$ cat src/rtl/clk_period_meter.sv
// Measures the edge-to-edge spacing of a slow asynchronous square wave in CLK cycles,
// with a per-edge strobe, a lock-valid flag and a sticky loss-of-signal flag.
module clk_period_meter #(
    parameter int CNT_W   = 32,
    parameter int TIMEOUT = 4400
) (
    input  logic             CLK,
    input  logic             RST_N,
    input  logic             SCLK_IN,
    input  logic             CLR,
    output logic             EDGE_STB,
    output logic             UPD,
    output logic [CNT_W-1:0] HALF_PERIOD,
    output logic             VALID,
    output logic             LOST
);

    typedef enum logic [1:0] {
        ST_IDLE   = 2'd0,
        ST_ARMED  = 2'd1,
        ST_LOCKED = 2'd2
    } state_e;

    localparam logic [CNT_W-1:0] CNT_MAX = CNT_W'(TIMEOUT - 1);
    localparam logic [CNT_W-1:0] CNT_ONE = CNT_W'(1);

    function automatic logic [CNT_W-1:0] sat_inc(input logic [CNT_W-1:0] v);
        return (v == CNT_MAX) ? v : v + CNT_ONE;
    endfunction

    logic             sync1_q, sync2_q, prev_q;
    logic             edge_q;
    logic             stb_q;
    state_e           state_q, state_d;
    logic [CNT_W-1:0] cnt_q, cnt_d;
    logic [CNT_W-1:0] half_q, half_d;
    logic             upd_q, upd_d;
    logic             valid_q, valid_d;
    logic             lost_q, lost_d;

    // edge_q is the internal edge event; every output is registered one cycle later,
    // so EDGE_STB, UPD and the HALF_PERIOD load all become visible on the same edge.
    always_ff @(posedge CLK or negedge RST_N) begin
        if (!RST_N) begin
            sync1_q <= 1'b0;
            sync2_q <= 1'b0;
            prev_q  <= 1'b0;
            edge_q  <= 1'b0;
            stb_q   <= 1'b0;
            state_q <= ST_IDLE;
            cnt_q   <= '0;
            half_q  <= '0;
            upd_q   <= 1'b0;
            valid_q <= 1'b0;
            lost_q  <= 1'b0;
        end else begin
            sync1_q <= SCLK_IN;
            sync2_q <= sync1_q;
            prev_q  <= sync2_q;
            edge_q  <= sync2_q ^ prev_q;
            stb_q   <= edge_q;
            state_q <= state_d;
            cnt_q   <= cnt_d;
            half_q  <= half_d;
            upd_q   <= upd_d;
            valid_q <= valid_d;
            lost_q  <= lost_d;
        end
    end

    // The counter reads 0 while EDGE_STB is high, so count+1 at the closing edge
    // equals the number of cycles between strobes.
    always_comb begin
        state_d = state_q;
        cnt_d   = cnt_q;
        half_d  = half_q;
        upd_d   = 1'b0;
        valid_d = valid_q;
        lost_d  = lost_q;
        if (CLR) begin
            state_d = ST_IDLE;
            cnt_d   = '0;
            half_d  = '0;
            valid_d = 1'b0;
            lost_d  = 1'b0;
        end else begin
            unique case (state_q)
                ST_IDLE: begin
                    cnt_d = '0;
                    if (edge_q) state_d = ST_ARMED;
                end
                ST_ARMED, ST_LOCKED: begin
                    if (edge_q) begin
                        half_d  = cnt_q + CNT_ONE;
                        upd_d   = 1'b1;
                        valid_d = 1'b1;
                        cnt_d   = '0;
                        state_d = ST_LOCKED;
                    end else if (cnt_q == CNT_MAX) begin
                        lost_d  = 1'b1;
                        valid_d = 1'b0;
                        cnt_d   = '0;
                        state_d = ST_IDLE;
                    end else begin
                        cnt_d = sat_inc(cnt_q);
                    end
                end
                default: begin
                    state_d = ST_IDLE;
                    cnt_d   = '0;
                end
            endcase
        end
    end

    assign EDGE_STB    = stb_q;
    assign UPD         = upd_q;
    assign HALF_PERIOD = half_q;
    assign VALID       = valid_q;
    assign LOST        = lost_q;

endmodule

$ cat config.mk
export PLATFORM = sky130hd
export DESIGN_NAME = clk_period_meter
export DESIGN_NICKNAME = d
export VERILOG_FILES = /design/src/rtl/clk_period_meter.sv
export SDC_FILE = /design/constraint.sdc
export NUM_CORES = 1
export LEC_CHECK = 0
export ABC_AREA = 1
export CAP_MARGIN = 10
export CORE_MARGIN = 10
export CORE_UTILIZATION = 30
export CTS_BUF_LIST = sky130_fd_sc_hd__clkbuf_8
export DETAILED_ROUTE_END_ITERATION = 10
export GPL_TIMING_DRIVEN = 1
export PLACE_DENSITY = 0.57
export SYNTH_ARGS = -nofsm -noshare
export SYNTH_HDL_FRONTEND = slang
export SYNTH_SLANG_ARGS = --single-unit
$ cat constraint.sdc
create_clock -name CLK -period 2.4 [get_ports CLK]
set_input_delay 0.36 -clock CLK [delete_from_list [all_inputs] [get_ports CLK]]
set_output_delay 0.36 -clock CLK [all_outputs]
set_load 0.02 [all_outputs]
==> results of run 1 <==
[cell families (layout without fill, tap and decap cells)]
kind of cell / after synthesis / in the layout / synth area share, %
adders and majority gates: 3 / 3 / 1.04
DFF: 74 / 74 / 51.3
and+or+nand+nor: 292 / 292 / 34.4
xor gates and xnor gates: 15 / 15 / 3.64
buffers and inverters: 50 / 101 / 5.83
AOI/OAI and AO/OA: 27 / 27 / 3.75
[area by class of cell]
class	instances	area (µm²)
fillers	1245	7220
well taps	143	179
inverters	42	158
clock inverters	7	100
repair buffers	43	428
flip-flops and latches	74	1850
clock buffers	9	124
multi-input cells	337	1550
[power by group through the flow]
stage	logic [µW]	clock network [µW]	registers [µW]
2_1_floorplan	203	0	1360
3_3_place_gp	358	0	1340
3_5_place_dp	379	0	1340
4_1_cts	382	1130	1320
5_1_grt	418	1190	1320
6_report	369	1110	1320
[metrics by stage]
step / utilization, % / worst slack, ns / hold slack [ns]
3_5_place_dp: 35.9 / 0.377 / 0.337
2_1_floorplan: - / 0.886 / 0.0644
3_3_place_gp: 35.9 / 0.467 / 0.348
5_1_grt: 37.8 / 0.133 / 0.0425
4_1_cts: 37.8 / 0.357 / 0.0282
6_report: 37.8 / 0.398 / 0.00464
[worst max path at each step]
| stage | start | end | slack [ns] | depth (start not counted) |
|---|---|---|---|---|
| after floorplan | cnt_q[0] | cnt_q[12] | 0.89 | 9 |
| after global placement | cnt_q[0] | state_q[1] | 0.47 | 10 |
| after detailed placement | cnt_q[0] | state_q[1] | 0.38 | 10 |
| after CTS | cnt_q[0] | state_q[1] | 0.36 | 10 |
| after global routing | cnt_q[0] | state_q[1] | 0.13 | 10 |
| final | cnt_q[0] | state_q[1] | 0.40 | 10 |
[cells in the mapped netlist (all sizes together) (2+ instances only)]
master / instances / area, µm²
nor3: 3 / 31.3
xor2: 12 / 105
nand3: 27 / 140
buf: 3 / 33.8
o21ai: 25 / 125
a21oi: 2 / 10.0
nor2b: 2 / 17.5
nand2: 168 / 651
ha: 3 / 37.5
xnor2: 3 / 26.3
inv: 42 / 158
nor2: 91 / 394
clkbuf: 5 / 18.8
dfrtp: 74 / 1850
[flip-flops by register name, indices dropped and copies added (netlist names)]
register,cells
EDGE_STB,1
HALF_PERIOD,32
LOST,1
UPD,1
VALID,1
cnt_q,32
edge_q,1
prev_q,1
state_q,2
sync1_q,1
sync2_q,1
[layer usage]
metal / share of wire [%] / vias up / GRT usage (%)
li1: - / 1508 / -
met1: 49 / 1350 / 15.1
met2: 45 / 46 / 18.6
met3: 4.8 / 12 / 3.26
met4: 1.3 / 0 / 3.57
met5: 0 / - / 0
==> flow_summary.yaml, run 1 <==
critical_path:
  start_kind: "flip-flop"
  r2r_cells: 10
  cp_top_family: "simple AND/OR/NAND/NOR gates"
  path_buf_inv: 1
  end_kind: "flip-flop"
  worstPathMaxFanout: 34
  cp_slowest_cell: "dfrtp_1"
  max_stage_delay_ns: 0.45
  critPathMostFrequentCell: "nand2_1"
  cp_cell_sequence: "ha_1, inv_2, nor2_1, nand3_1, nor2_1, nand2_1, nand2_4, nand2_1, nand2_1, nand2_1"
  regToRegSetupSlack_ns: 0.40
  reg2reg_to: "state_q[1]"
  crit_arrival_ns: 2.25
  rr_startpoint: "cnt_q[0]"
  worstPathRequired_ns: 2.65
  path_class: "flip-flop to flip-flop"
timing:
  fin_setup_tns_ns: 0
  slew_violations: 0
  worstMarginPinSlew_ns: 0.451
  finalSetupViolCount: 0
  fin_crit_sh_pct: 83.4
  slew_headroom_pct: 69.9
  finalHoldViolCount: 0
  rsz0062_at_grt: "no"
  finalCriticalPeriod_ns: 2.00
  fmax_mhz: 500
  clock_skew_ns: 0.0162
final_layout:
  final_cell_mix: "nand2_1, nor2_1, dfrtp_1, inv_1, clkdlybuf4s50_1"
  drive_above_1_share_pct: 8.98
  final_common_cell: "nand2_1"
  num_antenna_cells: 0
  nets: 514
  final_cells: 655
  synthToLayoutAreaGrowth_pct: 21.7
  fin_area_um2: 4390
global_routing:
  grt_pass1_wl_um: 15500
  first_global_vias: 3049
  grt_max_degree: 75
  grt_antenna_before_repair: 0
  gr-total-overflow: 0
  grtUsageTotal_pct: 11.7
place:
  dp_hpwl_um: 6930
  place.gp.congestion: 0.893
  io_buffers: 39
  dpl_cell_area_um2: 4170
  dpl.cell_count: 639
power_and_ir_drop:
  total_power_uw: 2790
  p_sw_share_pct: 28.8
  clock_power_share_pct: 39.6
  pwr-share-comb_pct: 13.2
  ir_worst_vdd_mv: 0.339
  p_per_area_nw_per_um2: 636
  pwr-share-seq_pct: 47.2
  leakage_uw: 0.00188
  intPower_uw: 1990
  switching_power_uw: 805
synth:
  ys_seq_area_share_pct: 51.3
  netlist_area_um2: 3610
  yosysWarnings: 0
  synth_nets: 468
  synth_edf_count: 0
  synthArstFlopShare_pct: 100
  avgSynthCellArea_um2: 7.82
  synth_cell_types: 24
  ys.flop_type: "dfrtp_1"
  synth_seq_cells: 74
  postSynthCellCount: 461
die:
  start_util_pct: 31.1
  die_area_um2: 16800
  die_w_um: 130
  coreArea_um2: 11600
  die_y_um: 130
  io_pins: 40
  fp-row-count: 39
detailed_routing:
  avgRoutedWirePerCell_um: 14.0
  viasPerCell: 4.45
  antenna_left: 0
  vias: 2916
  first_pass_iters: 4
  drc_errors: 0
  drt-total-wl_um: 9190
  drtIter0Drc: 177
clocking:
  clockBufferDepth: 2
  cts_tree: "done"
  cts_sinks: 74
  cts_setup_buffers: 0
  ctsResizeCount: 0
  cts_root_buffer: "clkbuf_8"
  clkLatencyLatePin_ns: 0.36
  htree_levels: 3
  cts_buffers: 9
  path_clk_slew_ns: 0.09
  holdBufCountCts: 0
outcome:
  status: "finished, final reports clean"
run:
  cap_violations: 0
worst_hold_path:
  hp-class: "input pin to asynchronous set/reset pin"
No activity file was read; power rests on OpenSTA's default activity.
==> run 2: changes to the inputs <==
Clock period 2.4 ns to 2 ns, I/O delays scaled along.
==> run 2 against run 1 <==
Compared with the run above: core utilization grew 0.45 points; routed wire length shrank 6.3%; critical path depth shrank 3; die area is the same; fmax grew 16%; global-route usage shrank 0.75 points; power grew 22%; register-to-register slack lost 0.12 ns; via count grew 1.0%; combinational power grew 19%; final area grew 1.2%; critical path type unchanged.
==> flow_summary.yaml, run 2 (synthesis results as in run 1) <==
worst_hold_path:
  min_path_cells: 0
  worstHoldStart: "sync1_q"
  whs_endpoint: "sync2_q"
  hp-class: "flip-flop to flip-flop"
clocking:
  cts_root_buffer: "clkbuf_8"
  cts_setup_buffers: 0
  cts_sinks: 74
  cts_tree: "done"
  clockBufferDepth: 2
  path_clk_slew_ns: 0.08
  htree_levels: 3
  clkLatencyLatePin_ns: 0.35
  cts_buffers: 9
die:
  io_pins: 40
  start_util_pct: 31.1
  die_area_um2: 16800
  fp-row-count: 39
  die_y_um: 130
  coreArea_um2: 11600
  die_w_um: 130
final_layout:
  drive_above_1_share_pct: 9.14
  num_antenna_cells: 0
  final_common_cell: "nand2_1"
  synthToLayoutAreaGrowth_pct: 23.1
  utilization_pct: 38.2
  nets: 517
  final_cell_mix: "nand2_1, nor2_1, dfrtp_1, inv_1, clkdlybuf4s50_1"
timing:
  finalCriticalPeriod_ns: 1.72
  fmax_mhz: 580
  worstMarginPinSlew_ns: 0.442
  finalHoldViolCount: 0
  finalSetupViolCount: 0
  slew_violations: 0
  clock_skew_ns: 0.0102
  rsz0062_at_grt: "no"
  fin_crit_sh_pct: 86.2
  slew_headroom_pct: 70.5
  fin_setup_tns_ns: 0
power_and_ir_drop:
  intPower_uw: 2510
  pwr-share-comb_pct: 12.9
  switching_power_uw: 901
  ir_worst_vdd_mv: 0.476
  pwr-share-seq_pct: 46.2
  leakage_uw: 0.00191
  p_per_area_nw_per_um2: 768
  clock_power_share_pct: 40.9
  p_sw_share_pct: 26.4
critical_path:
  worstPathMaxFanout: 18
  rr_startpoint: "state_q[0]"
  regToRegSetupSlack_ns: 0.28
  start_kind: "flip-flop"
  end_kind: "flip-flop"
  reg2reg_to: "cnt_q[11]"
  worstPathRequired_ns: 2.28
  r2r_cells: 7
  path_class: "flip-flop to flip-flop"
  crit_arrival_ns: 2.00
place:
  place.gp.congestion: 0.938
  dp_hpwl_um: 6570
  io_buffers: 39
global_routing:
  grtUsageTotal_pct: 10.9
  grt_max_degree: 75
  grt_antenna_before_repair: 0
  grt_pass1_wl_um: 14700
  gr-total-overflow: 0
  first_global_vias: 3022
detailed_routing:
  antenna_left: 0
  drt-total-wl_um: 8610
  first_pass_iters: 4
  drtIter0Drc: 166
  drc_errors: 0
  vias: 2946
  viasPerCell: 4.48
  avgRoutedWirePerCell_um: 13.1
run:
  cap_violations: 0
outcome:
  status: "finished, final reports clean"
-- run 2: changes by cell type in the layout (fill, tap and decap cells not counted), sizes merged --
cell / delta
dlygate4sd3: +1
buf: +2
clkinv: +1
bufinv: +1
inv: -1
clkinvlp: -2
-- run 2: how the worst max path moves through the flow --
stage / startpoint / endpoint / slack (ns) / cells past startpoint
floorplan: cnt_q[0] / cnt_q[12] / 0.49 / 9
global placement: CLR / cnt_q[9] / 0.28 / 5
detailed placement: CLR / cnt_q[11] / 0.22 / 5
CTS: cnt_q[0] / cnt_q[11] / 0.26 / 9
global route: cnt_q[0] / state_q[1] / 0.09 / 10
finish: state_q[0] / cnt_q[11] / 0.28 / 7
-- run 2: timing repair --
action                                 CTS  global route
endpoints found under the hold margin   74             0
hold buffers                             1             0
resized for setup                        0             0
-- run 2: final cells by class --
cell class / count / area, µm²
fillers: 1216 / 7170
multi-input cells: 337 / 1550
flip-flops and latches: 74 / 1850
repair buffers: 46 / 465
inverters: 42 / 158
clock inverters: 6 / 115
well taps: 143 / 179
clock buffers: 9 / 124
-- run 2: per-stage QoR --
stage	total power, µW	area, µm²	setup WS (ns)	hold slack (ns)	instances
CTS	3470	4440	0.262	0.357	657
global placement	2040	4190	0.281	0.338	641
floorplan	1870	3610	0.486	0.00441	461
finish	3410	4440	0.276	0.361	657
global route	3570	4440	0.0887	0.368	657
detailed placement	2060	4190	0.219	0.347	641
-- run 2: worst max-delay path, stage by stage, from the launching register on --
cell     delay [ns]
dfrtp_1        0.35
inv_1          0.06
ha_1           0.33
inv_1          0.07
nor3_1         0.28
nand2_4        0.22
buf_12         0.21
nor2_1         0.13
-- run 2: power groups by stage --
stage	sequential, µW	clock (µW)	combinational [µW]
final	1580	1400	440
after global routing	1590	1490	498
after CTS	1580	1440	455
after detailed placement	1610	0	452
after global placement	1610	0	438
after floorplan	1630	0	243
-- run 2: metal layers --
layer | track usage, % | vias to the layer above | wire, µm
li1 | - | 1515 | -
met1 | 13.6 | 1377 | 4160
met2 | 17.6 | 43 | 3900
met3 | 3.10 | 11 | 415
met4 | 4.17 | 0 | 141
met5 | 0 | - | 0
